`config.mk`:
```
export PLATFORM = sky130hd
export DESIGN_NAME = msftdvip_cheri_dram_adapter_flat
export DESIGN_NICKNAME = d
export VERILOG_FILES = /design/src/rtl/msftdvip_cheri_dram_pkg.sv /design/src/rtl/msftdvip_cheri_dram_adapter_if.sv /design/src/rtl/msftdvip_cheri_dram_tag_scrub.sv /design/src/rtl/msftdvip_cheri_dram_adapter.sv /design/src/flat_wrapper.sv
export SDC_FILE = /design/constraint.sdc
export NUM_CORES = 1
export LEC_CHECK = 0
export BUFFER_PORTS_ARGS = -buffer_cell sky130_fd_sc_hd__buf_4
export CORE_AREA = 10 10 150 152
export DETAILED_ROUTE_END_ITERATION = 10
export DIE_AREA = 0 0 160 162
export HOLD_SLACK_MARGIN = 0.12
export SKIP_LAST_GASP = 1
export SLEW_MARGIN = 15
export SYNTH_ARGS = -nofsm -noshare
export SYNTH_HDL_FRONTEND = slang
export SYNTH_SLANG_ARGS = --single-unit
```
`constraint.sdc`:
```
create_clock -name clk_i -period 2 [get_ports clk_i]
set_input_delay 0.5 -clock clk_i [delete_from_list [all_inputs] [get_ports clk_i]]
set_output_delay 0.5 -clock clk_i [all_outputs]
set_load 0.01 [all_outputs]
```
`src/rtl/msftdvip_cheri_dram_pkg.sv`:
```
// Shared types and constants for the CHERI data-RAM adapter.
// Holds scrub state encoding, address geometry and the response bundle.
package msftdvip_cheri_dram_pkg;

    typedef enum logic [0:0] {
        S_INIT = 1'b0,
        S_RUN  = 1'b1
    } state_e;

    localparam logic [31:0] DRAM_BASE_DEFAULT = 32'h200f_0000;
    localparam int unsigned LANE_BITS         = 32;
    localparam int unsigned DWORD_BYTES       = 8;

    typedef struct packed {
        logic valid;
        logic err;
        logic rd;
        logic ts;
    } rsp_t;

    function automatic logic [7:0] lane_be(input logic hi, input logic [3:0] be);
        return hi ? {be, 4'h0} : {4'h0, be};
    endfunction

endpackage

```
`src/rtl/msftdvip_cheri_dram_adapter_if.sv`:
```
// Core-side data port of the CHERI data-RAM adapter.
// Request/grant/response bundle shared by the core and the adapter.
interface msftdvip_cheri_dram_adapter_if;

    logic        data_req_i;
    logic        data_gnt_o;
    logic        data_rvalid_o;
    logic        data_we_i;
    logic        data_is_cap_i;
    logic [3:0]  data_be_i;
    logic [31:0] data_addr_i;
    logic [64:0] data_wdata_i;
    logic [64:0] data_rdata_o;
    logic        data_err_o;

    modport master (
        output data_req_i, data_we_i, data_is_cap_i,
        output data_be_i, data_addr_i, data_wdata_i,
        input  data_gnt_o, data_rvalid_o, data_rdata_o, data_err_o
    );

    modport slave (
        input  data_req_i, data_we_i, data_is_cap_i,
        input  data_be_i, data_addr_i, data_wdata_i,
        output data_gnt_o, data_rvalid_o, data_rdata_o, data_err_o
    );

endinterface

```
`src/rtl/msftdvip_cheri_dram_tag_scrub.sv`:
```
// Post-reset tag scrub: walks every SRAM word clearing its tag bit,
// yielding to TS-map reads, then hands the RAM to the data port.
module msftdvip_cheri_dram_tag_scrub
    import msftdvip_cheri_dram_pkg::*;
#(
    parameter int unsigned DramWords = 8192,
    localparam int unsigned AW = $clog2(DramWords)
) (
    input  logic          clk_i,
    input  logic          rst_i,
    input  logic          tsmap_cs_i,
    output logic          run_o,
    output logic          scrub_we_o,
    output logic [AW-1:0] scrub_addr_o,
    output logic          init_done_o
);

    localparam logic [0:0] ST_INIT = S_INIT;
    localparam logic [0:0] ST_RUN  = S_RUN;
    localparam logic [AW-1:0] LastWord = AW'(DramWords - 1);

    logic [0:0]    state_q;
    logic [AW-1:0] cnt_q;

    always_ff @(posedge clk_i) begin
        if (rst_i) begin
            state_q <= ST_INIT;
            cnt_q   <= '0;
        end else if (state_q == ST_INIT && !tsmap_cs_i) begin
            cnt_q <= cnt_q + 1'b1;
            if (cnt_q == LastWord) begin
                state_q <= ST_RUN;
            end
        end
    end

    // Outputs are squashed while reset is held so nothing leaks to the SRAM.
    assign run_o        = (state_q == ST_RUN) && !rst_i;
    assign init_done_o  = run_o;
    assign scrub_we_o   = (state_q == ST_INIT) && !tsmap_cs_i && !rst_i;
    assign scrub_addr_o = cnt_q;

endmodule

```
`src/rtl/msftdvip_cheri_dram_adapter.sv`:
```
// CHERI data-RAM adapter: arbitrates core data port, TS-map reads and the
// tag scrub onto one 65-bit SRAM with a fixed one-cycle response.
module msftdvip_cheri_dram_adapter
    import msftdvip_cheri_dram_pkg::*;
#(
    parameter logic [31:0] DramBase  = DRAM_BASE_DEFAULT,
    parameter int unsigned DramWords = 8192,
    localparam int unsigned AW = $clog2(DramWords)
) (
    input  logic                          clk_i,
    input  logic                          rst_i,
    msftdvip_cheri_dram_adapter_if.slave  dbus,
    input  logic                          tsmap_cs_i,
    input  logic [15:0]                   tsmap_addr_i,
    output logic [64:0]                   tsmap_rdata_o,
    output logic                          sram_cs_o,
    output logic                          sram_we_o,
    output logic                          sram_tag_we_o,
    output logic [AW-1:0]                 sram_addr_o,
    output logic [7:0]                    sram_be_o,
    output logic [64:0]                   sram_wdata_o,
    input  logic [64:0]                   sram_rdata_i,
    output logic                          init_done_o
);

    localparam logic [32:0] DramBytes = 33'(DramWords * DWORD_BYTES);

    logic          run;
    logic          scrub_we;
    logic [AW-1:0] scrub_addr;

    msftdvip_cheri_dram_tag_scrub #(
        .DramWords (DramWords)
    ) u_scrub (
        .clk_i        (clk_i),
        .rst_i        (rst_i),
        .tsmap_cs_i   (tsmap_cs_i),
        .run_o        (run),
        .scrub_we_o   (scrub_we),
        .scrub_addr_o (scrub_addr),
        .init_done_o  (init_done_o)
    );

    logic [31:0] off;
    logic        in_range;
    logic        cap_bad;
    logic        gnt;
    logic        acc_ok;
    logic        ts_ok;
    logic        hi;
    logic        wr_tag_we;
    logic        wr_tag;
    logic        unused_bits;

    assign off      = dbus.data_addr_i - DramBase;
    assign in_range = (dbus.data_addr_i >= DramBase) && ({1'b0, off} < DramBytes);
    assign cap_bad  = dbus.data_is_cap_i && (dbus.data_addr_i[1:0] != 2'b00);
    assign gnt      = dbus.data_req_i && run && !tsmap_cs_i;
    assign acc_ok   = gnt && in_range && !cap_bad;
    assign ts_ok    = tsmap_cs_i && !rst_i
                   && (32'(tsmap_addr_i[15:1]) < DramWords);
    assign hi       = dbus.data_addr_i[2];

    // A capability covers the low word only; its upper half leaves the tag alone.
    assign wr_tag_we = !dbus.data_is_cap_i || !hi;
    assign wr_tag    = dbus.data_is_cap_i && !hi
                    && dbus.data_wdata_i[LANE_BITS];

    assign unused_bits = ^{dbus.data_wdata_i[64:33], tsmap_addr_i[0]};

    assign dbus.data_gnt_o = gnt;

    always_comb begin
        sram_cs_o     = 1'b0;
        sram_we_o     = 1'b0;
        sram_tag_we_o = 1'b0;
        sram_addr_o   = '0;
        sram_be_o     = '0;
        sram_wdata_o  = '0;
        if (ts_ok) begin
            sram_cs_o   = 1'b1;
            sram_addr_o = tsmap_addr_i[AW:1];
        end else if (scrub_we) begin
            sram_cs_o     = 1'b1;
            sram_we_o     = 1'b1;
            sram_tag_we_o = 1'b1;
            sram_addr_o   = scrub_addr;
        end else if (acc_ok) begin
            sram_cs_o   = 1'b1;
            sram_we_o   = dbus.data_we_i;
            sram_addr_o = dbus.data_addr_i[AW+2:3];
            if (dbus.data_we_i) begin
                sram_be_o     = lane_be(hi, dbus.data_be_i);
                sram_tag_we_o = wr_tag_we;
                sram_wdata_o  = {wr_tag,
                                 dbus.data_wdata_i[LANE_BITS-1:0],
                                 dbus.data_wdata_i[LANE_BITS-1:0]};
            end
        end
    end

    rsp_t rsp_q;

    always_ff @(posedge clk_i) begin
        if (rst_i) begin
            rsp_q <= '0;
        end else begin
            rsp_q.valid <= gnt;
            rsp_q.err   <= gnt && !acc_ok;
            rsp_q.rd    <= acc_ok && !dbus.data_we_i;
            rsp_q.ts    <= ts_ok;
        end
    end

    assign dbus.data_rvalid_o = rsp_q.valid && !rst_i;
    assign dbus.data_err_o    = rsp_q.err && !rst_i;
    assign dbus.data_rdata_o  = (rsp_q.rd && !rst_i) ? sram_rdata_i : '0;
    assign tsmap_rdata_o      = (rsp_q.ts && !rst_i) ? sram_rdata_i : '0;

endmodule

```
`src/flat_wrapper.sv`:
```
// flat-port wrapper written by rule: the top's interface ports become plain ports
module msftdvip_cheri_dram_adapter_flat import msftdvip_cheri_dram_pkg::*;
#(
    parameter logic [31:0] DramBase  = DRAM_BASE_DEFAULT,
    parameter int unsigned DramWords = 8192,
    localparam int unsigned AW = $clog2(DramWords)
)
  (clk_i, rst_i, tsmap_cs_i, tsmap_addr_i, tsmap_rdata_o, sram_cs_o, sram_we_o, sram_tag_we_o, sram_addr_o, sram_be_o, sram_wdata_o, sram_rdata_i, init_done_o, dbus_data_req_i, dbus_data_we_i, dbus_data_is_cap_i, dbus_data_be_i, dbus_data_addr_i, dbus_data_wdata_i, dbus_data_gnt_o, dbus_data_rvalid_o, dbus_data_rdata_o, dbus_data_err_o);
  msftdvip_cheri_dram_adapter_if dbus_i ();
  input  logic clk_i;
  input  logic rst_i;
  input  logic tsmap_cs_i;
  input  logic [15:0] tsmap_addr_i;
  output logic [64:0] tsmap_rdata_o;
  output logic sram_cs_o;
  output logic sram_we_o;
  output logic sram_tag_we_o;
  output logic [AW-1:0] sram_addr_o;
  output logic [7:0] sram_be_o;
  output logic [64:0] sram_wdata_o;
  input  logic [64:0] sram_rdata_i;
  output logic init_done_o;
  input wire logic [$bits(dbus_i.data_req_i)-1:0] dbus_data_req_i;
  input wire logic [$bits(dbus_i.data_we_i)-1:0] dbus_data_we_i;
  input wire logic [$bits(dbus_i.data_is_cap_i)-1:0] dbus_data_is_cap_i;
  input wire logic [$bits(dbus_i.data_be_i)-1:0] dbus_data_be_i;
  input wire logic [$bits(dbus_i.data_addr_i)-1:0] dbus_data_addr_i;
  input wire logic [$bits(dbus_i.data_wdata_i)-1:0] dbus_data_wdata_i;
  output wire logic [$bits(dbus_i.data_gnt_o)-1:0] dbus_data_gnt_o;
  output wire logic [$bits(dbus_i.data_rvalid_o)-1:0] dbus_data_rvalid_o;
  output wire logic [$bits(dbus_i.data_rdata_o)-1:0] dbus_data_rdata_o;
  output wire logic [$bits(dbus_i.data_err_o)-1:0] dbus_data_err_o;
  assign dbus_i.data_req_i = dbus_data_req_i;
  assign dbus_i.data_we_i = dbus_data_we_i;
  assign dbus_i.data_is_cap_i = dbus_data_is_cap_i;
  assign dbus_i.data_be_i = dbus_data_be_i;
  assign dbus_i.data_addr_i = dbus_data_addr_i;
  assign dbus_i.data_wdata_i = dbus_data_wdata_i;
  assign dbus_data_gnt_o = dbus_i.data_gnt_o;
  assign dbus_data_rvalid_o = dbus_i.data_rvalid_o;
  assign dbus_data_rdata_o = dbus_i.data_rdata_o;
  assign dbus_data_err_o = dbus_i.data_err_o;
  msftdvip_cheri_dram_adapter #(.DramBase(DramBase), .DramWords(DramWords)) u_core (.clk_i(clk_i), .rst_i(rst_i), .dbus(dbus_i), .tsmap_cs_i(tsmap_cs_i), .tsmap_addr_i(tsmap_addr_i), .tsmap_rdata_o(tsmap_rdata_o), .sram_cs_o(sram_cs_o), .sram_we_o(sram_we_o), .sram_tag_we_o(sram_tag_we_o), .sram_addr_o(sram_addr_o), .sram_be_o(sram_be_o), .sram_wdata_o(sram_wdata_o), .sram_rdata_i(sram_rdata_i), .init_done_o(init_done_o));
endmodule
```
======== Word level (Yosys, flattened, before mapping) ========
Index checks and enable logic that the tools add are counted.
word-level totals
  logic and storage cells ................. 66
  flip-flop bits (word level) ............. 18
  output and inout port bits .............. 223
  input bits .............................. 188
operators by class
  multiplexer cells ....................... 24
  order comparisons ....................... 3
  equality and inequality tests ........... 1
  bitwise operators ....................... 1
  reductions and logical operators ........ 29
  $add $sub $neg .......................... 2
operators with widths
  kind                      count
  $mux W65                  6
  $mux W8                   5
  $mux W13                  3
  $ge A32 B30 Y1 const B    1
  $lt A32 B17 Y1 const B    1
  $sub A32 B30 Y32 const B  1
  $logic_and A1 B1 Y1       19
  $lt A15 B14 Y1 const B    1
  $add A13 B1 Y13 const B   1
  $eq A13 B13 Y1 const B    1
  $mux W1                   10
  $logic_not A1 Y1          7
  $reduce_and A2 Y1         1
  $reduce_bool A2 Y1        1
  $logic_or A1 B1 Y1        1
  $not A1 Y1                1

======== Depth between registers and ports, before layout ========
Gate-level depths: netlist (run 1).
  word-level depth ........................ 9
  mapped depth ............................ 7
  depth with buffers taken out ............ 5

======== Hierarchy ========
From an unflattened synthesis (run 1), not the netlist that was laid out.
second synthesis, totals
  cells, all modules ...................... 452
  area total of the unflattened synthesis .. 2951.6 µm²
by module, submodules not included
  module                         cells each  area each (µm²)  times used
  msftdvip_cheri_dram_adapter    377         2296.0           1
  msftdvip_cheri_dram_tag_scrub  75          655.6            1

======== Worst setup path after synthesis (run 1) ========
No wires, ideal clock.
  path type ............................... input-to-output
  from .................................... input tsmap_cs_i
  to ...................................... output sram_wdata_o[46]
  path buffers ............................ 3
  arrival ................................. 1920 ps
  stages on the path ...................... 7
  path slack .............................. -420 ps
  required time ........................... 1500 ps
  cell sequence ........................... and4bb_2 > and4_1 > buf_4 > nand2_4 > buf_6 > nor3_1 > buf_4
between the ends
  longest elaborated chain between the ends .. 7
  elaborated cells on any way between the ends .. 11
  classes of those cells .................. mux: 3; reduce/logical: 8
ends and longest elaborated chain
  item                              line                                                                    source
  start, declared                   flat_wrapper.sv:12                                                      input logic tsmap_cs_i;
  $logic_not A1 Y1                  msftdvip_cheri_dram_tag_scrub.sv:40, msftdvip_cheri_dram_adapter.sv:58
  $logic_and A1 B1 Y1               msftdvip_cheri_dram_adapter.sv:58                                       assign gnt = dbus.data_req_i && run && !tsmap_cs_i;
  $logic_and A1 B1 Y1 (2 in a row)  msftdvip_cheri_dram_adapter.sv:59                                       assign acc_ok = gnt && in_range && !cap_bad;
  $mux W65                          msftdvip_cheri_dram_adapter.sv:88                                       end else if (acc_ok) begin
  $mux W65                          msftdvip_cheri_dram_adapter.sv:83                                       end else if (scrub_we) begin
  $mux W65 (*)                      msftdvip_cheri_dram_adapter.sv:80                                       if (ts_ok) begin
  end, declared                     flat_wrapper.sv:20                                                      output logic [64:0] sram_wdata_o;
Mark *: on every way between the ends. The rest lies on a longest branch, timed or not.

======== Final worst setup path (run 1) ========
  from .................................... input dbus_data_addr_i[21]
  to ...................................... output sram_wdata_o[16]
between the ends
  longest elaborated chain between the ends .. 8
  elaborated cells on any way between the ends .. 9
  classes of those cells .................. add/sub: 1; order compare: 2; mux: 3; reduce/logical: 3
ends and longest elaborated chain
  item                                  line                               source
  start, declared                       flat_wrapper.sv:27                 input wire logic [$bits(dbus_i.data_addr_i)-1:0] dbus_data_addr_i;
  $sub A32 B30 Y32                      msftdvip_cheri_dram_adapter.sv:55  assign off = dbus.data_addr_i - DramBase;
  $lt A32 B17 Y1                        msftdvip_cheri_dram_adapter.sv:56  assign in_range = (dbus.data_addr_i >= DramBase) && ({1'b0, off} < DramBytes);
  $logic_and A1 B1 Y1 (*)               msftdvip_cheri_dram_adapter.sv:56
  $logic_and A1 B1 Y1 (*) (2 in a row)  msftdvip_cheri_dram_adapter.sv:59
  $mux W65 (*)                          msftdvip_cheri_dram_adapter.sv:88
  $mux W65 (*)                          msftdvip_cheri_dram_adapter.sv:83
  $mux W65 (*)                          msftdvip_cheri_dram_adapter.sv:80
Marked as above.

==> flow_metrics.tcl, run 1 <==
set metrics [dict create \
    status "finished, violations left" \
    violations "setup timing" \
    clockRootBuffer "clkbuf_16" \
    cts_tree "yes" \
    clkLatencyLatePin_ns 0.25 \
    cts_buffers 3 \
    die_w_um 160 \
    cp-start-kind "input pin" \
    ios 411 \
    die_y_um 162 \
    rsz0062_at_grt "yes" \
    path_buf_inv 4 \
    finalWorstSetupSlack_ns -0.452 \
    holdPathEnd "u_core.rsp_q[3]" \
    min_period_ns 2.45 \
    clock.fmax_mhz 408 \
    postSynthAreaPerCell_um2 6.59 \
    multi_input_area_um2 2590 \
    ys_ff_latch 18 \
    yosys.area.top_type "and2_1" \
    vias 4303 \
    postRouteAntennaNets 0 \
    drt_iter0_markers 139 \
    slowest_delay_ns 0.31 \
    arrival_ns 1.95 \
    power.density_nw_per_um2 184 \
    yosysSeqAreaShare_pct 12.9 \
    end_kind "output port" \
    nets 991 \
    synth_cells 423 \
    whs_path_depth 3 \
    cp.required_ns 1.50 \
    async_flop_share_pct 0 \
    r2r-start "u_core.u_scrub.scrub_addr_o[1]" \
    netlist-cell-type-count 45 \
    cp_max_fo 5 \
    crit_path_frequent_cell "buf_6" \
    dieArea_um2 25900 \
    ctsHoldBuffers 0 \
    avgViaCountPerCell 4.04 \
    synth_top_cells_by_area "and2_1, dfxtp_1, buf_4" \
    critPathTopFamily "simple AND/OR/NAND/NOR gates" \
    totalWireLength_mm 20.7 \
    route.detailed.drc 0 \
    r2r_end "u_core.u_scrub.scrub_addr_o[12]" \
    gp_congestion 0.811 \
    finalSetupTns_ns -34.48 \
    reg2reg_depth 5 \
    path_class "in2out" \
    grt_max_degree 34 \
    finalCritPeriodShare_pct 123 \
    cts_max_path_buffers 2 \
    grt_antenna_before_repair 2 \
    numPortBuffers 377 \
    skew_ns 0.00114 \
    clkTransAtPathRegs_ns 0.05 \
    clock_sinks 18 \
    drive_above_1_share_pct 65.5 \
    grt_pass1_vias 4500 \
    relSlewSlack_pct 77.5 \
    reg2reg_slack_ns 0.33 \
    dr.pass1.iters 4 \
    utilization_pct 38.9 \
    syn-num-nets 612 \
    cap_violations 0 \
    yosys.area.top_type_share_pct 29.6 \
    h-tree-depth 1 \
    grt_pass1_wl_mm 28.9 \
    setup_viol 152 \
    gr-usage-all-layers_pct 14.0 \
    synth.yosys.warnings 0 \
    hp-class "in2reg" \
    p_leak_uw 0.00364 \
    row_count 51 \
    hold_viol 0 \
    synth-edff-count 0 \
    power_uw 1390 \
    fillers 1997 \
    slew_viol_final 0 \
    grt_overflow 0 \
    peakVddDrop_v 0.000257 \
    coreArea_um2 19400 \
    wl_per_cell_um 19.4 \
    cp_cell_sequence "buf_6, nor4b_4, and4_4, nand2_8, buf_12, buf_16, nor3_4, buf_6" \
    start_util_pct 14.4 \
    synth_ff_type "dfxtp_1" \
    register_area_um2 360 \
    hp-start "tsmap_cs_i" \
    syn_area_um2 2790 \
    crit_slowest_cell "and4_4" \
    tightest_slew_ns 0.337 \
    syn_to_final_growth_pct 171 \
    hpwlAfterDp_mm 15.9 \
    preCtsSetupSlack_ns -0.647 \
]
## layout make-up
type / instances / area share [%]
clock buffer: 3 / 0.994
antenna: 1 / 0.0331
inverter: 3 / 0.149
tap: 265 / 4.39
sequential: 18 / 4.77
multi-input combinational: 331 / 34.3
timing repair buffer: 445 / 55.4
## how the worst max path moves through the flow
| stage | startpoint | to | slack [ns] | depth (start not counted) |
|---|---|---|---|---|
| floorplan | tsmap_cs_i | sram_wdata_o[36] | -0.21 | 7 |
| global placement | dbus_data_addr_i[30] | sram_addr_o[2] | -0.64 | 8 |
| detailed placement | dbus_data_addr_i[30] | sram_addr_o[3] | -0.65 | 8 |
| CTS | tsmap_cs_i | sram_wdata_o[12] | -0.42 | 8 |
| global route | rst_i | sram_wdata_o[16] | -0.50 | 8 |
| finish | dbus_data_addr_i[21] | sram_wdata_o[16] | -0.45 | 8 |
## cells by family after synthesis
family,synth area share [%]
AO/OA/AOI/OAI,8.40
XOR/XNOR,2.83
adder cells (fa/ha/maj),0.449
buffers and inverters,16.9
flip-flops,12.9
multiplexers,0.359
AND/OR/NAND/NOR,58.1
## cells in the final DEF, fill, tap and decap left out, drive strengths merged, types with 3 or more instances in the layout
cell | netlist | layout
buf | 51 | 439
and2 | 132 | 132
nand2 | 47 | 47
nor3 | 40 | 40
nor2 | 27 | 27
dfxtp | 18 | 18
a21oi | 15 | 15
a32oi | 11 | 11
nand3 | 9 | 9
clkbuf | 20 | 8
nor4 | 6 | 6
xnor2 | 5 | 5
nor2b | 5 | 5
xor2 | 4 | 4
inv | 3 | 3
nand4 | 3 | 3
or2 | 3 | 3
## layer usage
metal,routed length (um),GRT usage (%),vias up
li1,-,-,2123
met1,8180,15.8,2017
met2,11100,25.9,142
met3,1140,3.67,19
met4,313,2.75,2
met5,13,0,-
## worst register-to-register path: stages (launching register included)
cell     delay [ns]
dfxtp_1        0.38
ha_1           0.17
or3b_1         0.48
nor2_1         0.20
nand3_1        0.16
mux2i_1        0.16
## report_power, final
group          internal (uW)  switching (uW)  leakage [uW]
Sequential               364            4.77      0.000145
Clock                    264             141     0.0000370
Combinational            363             256       0.00346
Total                    990             401       0.00364
## metrics by stage
step	cell area [um2]	cells	hold WS, ns
global placement	6400	1033	0.490
global route	7550	1066	0.516
CTS	7160	1053	0.501
finish	7550	1066	0.503
detailed placement	6400	1033	0.502
floorplan	3400	423	0.461
## state kept, by name, indices dropped and copies added, names as in the netlist
name                         count
u_core.u_scrub.scrub_addr_o     13
u_core.rsp_q                     4
u_core.u_scrub.state_q           1
## repair_timing
item,CTS,global route
pin swaps,13,11
setup buffers,10,10
gates cloned,8,5
setup endpoints to repair,219,213
gates resized for setup,85,54
## cell usage after synthesis (all sizes together), types with 4 or more instances
cell and number:
nor4 6, nor2 27, dfxtp 18, xnor2 5
and2 132, nor2b 5, nand3 9, xor2 4
a21oi 15, a32oi 11, buf 51, clkbuf 20
nand2 47, nor3 40
Power figures use the tool's default switching activity.
==> inputs of run 2 (changes only) <==
--- a/config.mk
+++ b/config.mk
@@ -10,6 +10,7 @@
 export DETAILED_ROUTE_END_ITERATION = 10
 export DIE_AREA = 0 0 160 162
 export HOLD_SLACK_MARGIN = 0.12
+export PLACE_DENSITY = 0.51
 export SKIP_LAST_GASP = 1
 export SLEW_MARGIN = 15
 export SYNTH_ARGS = -nofsm -noshare
==> flow_metrics.tcl, run 2 (synthesis gave the netlist of run 1 again) <==
set metrics [dict create \
    multi_input_area_um2 2970 \
    avgViaCountPerCell 4.09 \
    grt_max_degree 28 \
    ios 411 \
    clock.fmax_mhz 407 \
    cp-start-kind "input pin" \
    rsz0062_at_grt "yes" \
    seqPwrFrac_pct 25.0 \
    cap_violations 0 \
    clockRootBuffer "clkbuf_16" \
    swShare_pct 28.3 \
    arrival_ns 1.96 \
    grt_overflow 0 \
    holdPathEnd "u_core.u_scrub.state_q" \
    busiest_layer "met2" \
    antenna_cells 0 \
    clock_sinks 18 \
    combPwrFrac_pct 44.8 \
    utilization_pct 43.6 \
    finalWorstSetupSlack_ns -0.460 \
    numPortBuffers 377 \
    grt_pass1_vias 4817 \
    hold_slack_ns 0.512 \
    power_switching_uw 418 \
    hp-start "u_core.u_scrub.scrub_addr_o[12]" \
    start_util_pct 14.4 \
    p_leak_uw 0.00404 \
    grt_use_met3_pct 3.72 \
    cts_max_path_buffers 2 \
    dr.pass1.iters 4 \
    end_kind "output port" \
    use_met2_pct 27.4 \
    coreArea_um2 19400 \
    wl_per_cell_um 19.0 \
    reg2reg_depth 5 \
    finalCritPeriodShare_pct 123 \
    h-tree-depth 1 \
    hpwlAfterDp_mm 16.1 \
    instances_no_fill 1093 \
    placed_area_um2 6560 \
    critPathTopFamily "simple AND/OR/NAND/NOR gates" \
    slowest_delay_ns 0.31 \
    ctsHoldBuffers 0 \
    path_class "in2out" \
    r2r-start "u_core.u_scrub.scrub_addr_o[1]" \
    cp.required_ns 1.50 \
    slew_viol_final 0 \
    cts_buffers 3 \
    r2r_end "u_core.u_scrub.scrub_addr_o[10]" \
    register_area_um2 360 \
    mostFrequentLayoutCells "buf_4, buf_6, and2_4" \
    skew_ns 0.00530 \
    postRouteAntennaNets 0 \
    dp_cells 1046 \
    tightest_slew_ns 0.345 \
    grt_antenna_before_repair 0 \
    nets 1018 \
    route.detailed.drc 0 \
    dieArea_um2 25900 \
    relSlewSlack_pct 76.9 \
    status "finished, violations left" \
    cts_tree "yes" \
    syn_to_final_growth_pct 203 \
    reg2reg_slack_ns 0.31 \
    gr-usage-all-layers_pct 14.3 \
    hold_viol 0 \
    internal_power_uw 1060 \
    power.density_nw_per_um2 175 \
    crit_slowest_cell "nor4b_4" \
    fillers 1931 \
    hp-class "reg2reg" \
    violations "setup timing" \
    final_common_cell "buf_4" \
    whs_path_depth 2 \
    final_area_um2 8450 \
    use_met1_pct 15.7 \
    largest_register_ffs 13 \
    row_count 51 \
    cp_cell_sequence "buf_6, nor4b_4, and4_1, buf_6, nand2_4, buf_12, nor3_4, buf_4" \
    cp_max_fo 9 \
    totalWireLength_mm 20.8 \
    clkLatencyLatePin_ns 0.25 \
    drive_above_1_share_pct 80.7 \
    clkTransAtPathRegs_ns 0.05 \
    drt_iter0_markers 124 \
    path_buf_inv 4 \
    die_y_um 162 \
    setup_viol 165 \
    vias 4471 \
    die_w_um 160 \
    crit_path_frequent_cell "buf_6" \
    peakVddDrop_v 0.000263 \
    gp_congestion 0.809 \
    min_period_ns 2.46 \
    grt_pass1_wl_mm 30.0 \
    p_clk_share_pct 30.2 \
]
==> run 2: cell types whose count changed in the layout (fill, tap and decap cells not counted), moves of 7 or more <==
| cell | before | now |
|---|---|---|
| and2_1 | 128 | 21 |
| and2_4 | 4 | 111 |
| buf_6 | 77 | 158 |
| buf_4 | 329 | 270 |
| a32oi_1 | 11 | 1 |
| a32oi_2 | 0 | 7 |
==> run 2: routing by layer <==
metal | wire length, um | vias to the layer above
met2 | 11400 | 162
met3 | 1290 | 19
li1 | - | 2181
met1 | 7820 | 2109
met4 | 264 | 0
met5 | 0 | -
==> run 2: worst max path at each step <==
stage / startpoint / endpoint / slack (ns) / cells past startpoint
global route: rst_i / sram_wdata_o[18] / -0.53 / 8
detailed placement: dbus_data_addr_i[30] / sram_wdata_o[47] / -0.69 / 8
finish: dbus_data_addr_i[21] / sram_wdata_o[18] / -0.46 / 8
floorplan: tsmap_cs_i / sram_wdata_o[36] / -0.21 / 7
global placement: dbus_data_addr_i[30] / sram_wdata_o[31] / -0.73 / 8
CTS: dbus_data_addr_i[30] / sram_wdata_o[47] / -0.45 / 8
==> run 2: layout make-up <==
class / instances / area share [%]
Clock buffer: 4 / 1.05
Tap cell: 265 / 3.92
Timing Repair Buffer: 470 / 55.5
Inverter: 3 / 0.133
Sequential cell: 18 / 4.26
Multi-Input combinational cell: 333 / 35.2
==> run 2: timing repair <==
action	CTS	global route
pin swaps	88	51
setup endpoints to repair	200	212
cloned	15	3
gates resized for setup	218	130
buffers inserted	21	18
==> run 2: worst reg2reg max path, delay by kind of cell (launching register included) <==
family                     cells  cell delay (ns)
adders and majority gates      1             0.18
DFF                            1             0.41
and+or+nand+nor                3             0.86
xor gates and xnor gates       1             0.14
==> run 2: per-stage QoR <==
stage / setup TNS [ns] / total power [uW] / worst slack [ns]
6_report: -39.80 / 1480 / -0.460
4_1_cts: -43.93 / 1460 / -0.450
2_1_floorplan: -11.61 / 545 / -0.205
5_1_grt: -51.91 / 1550 / -0.527
3_3_place_gp: -68.67 / 904 / -0.728
3_5_place_dp: -64.03 / 908 / -0.686
==> run 2: power by group through the flow <==
stage	logic (uW)	clock network, uW	registers [uW]
after floorplan	171	0	375
after global placement	528	0	377
after detailed placement	531	0	376
after CTS	639	455	369
after global routing	708	473	370
final	661	446	370
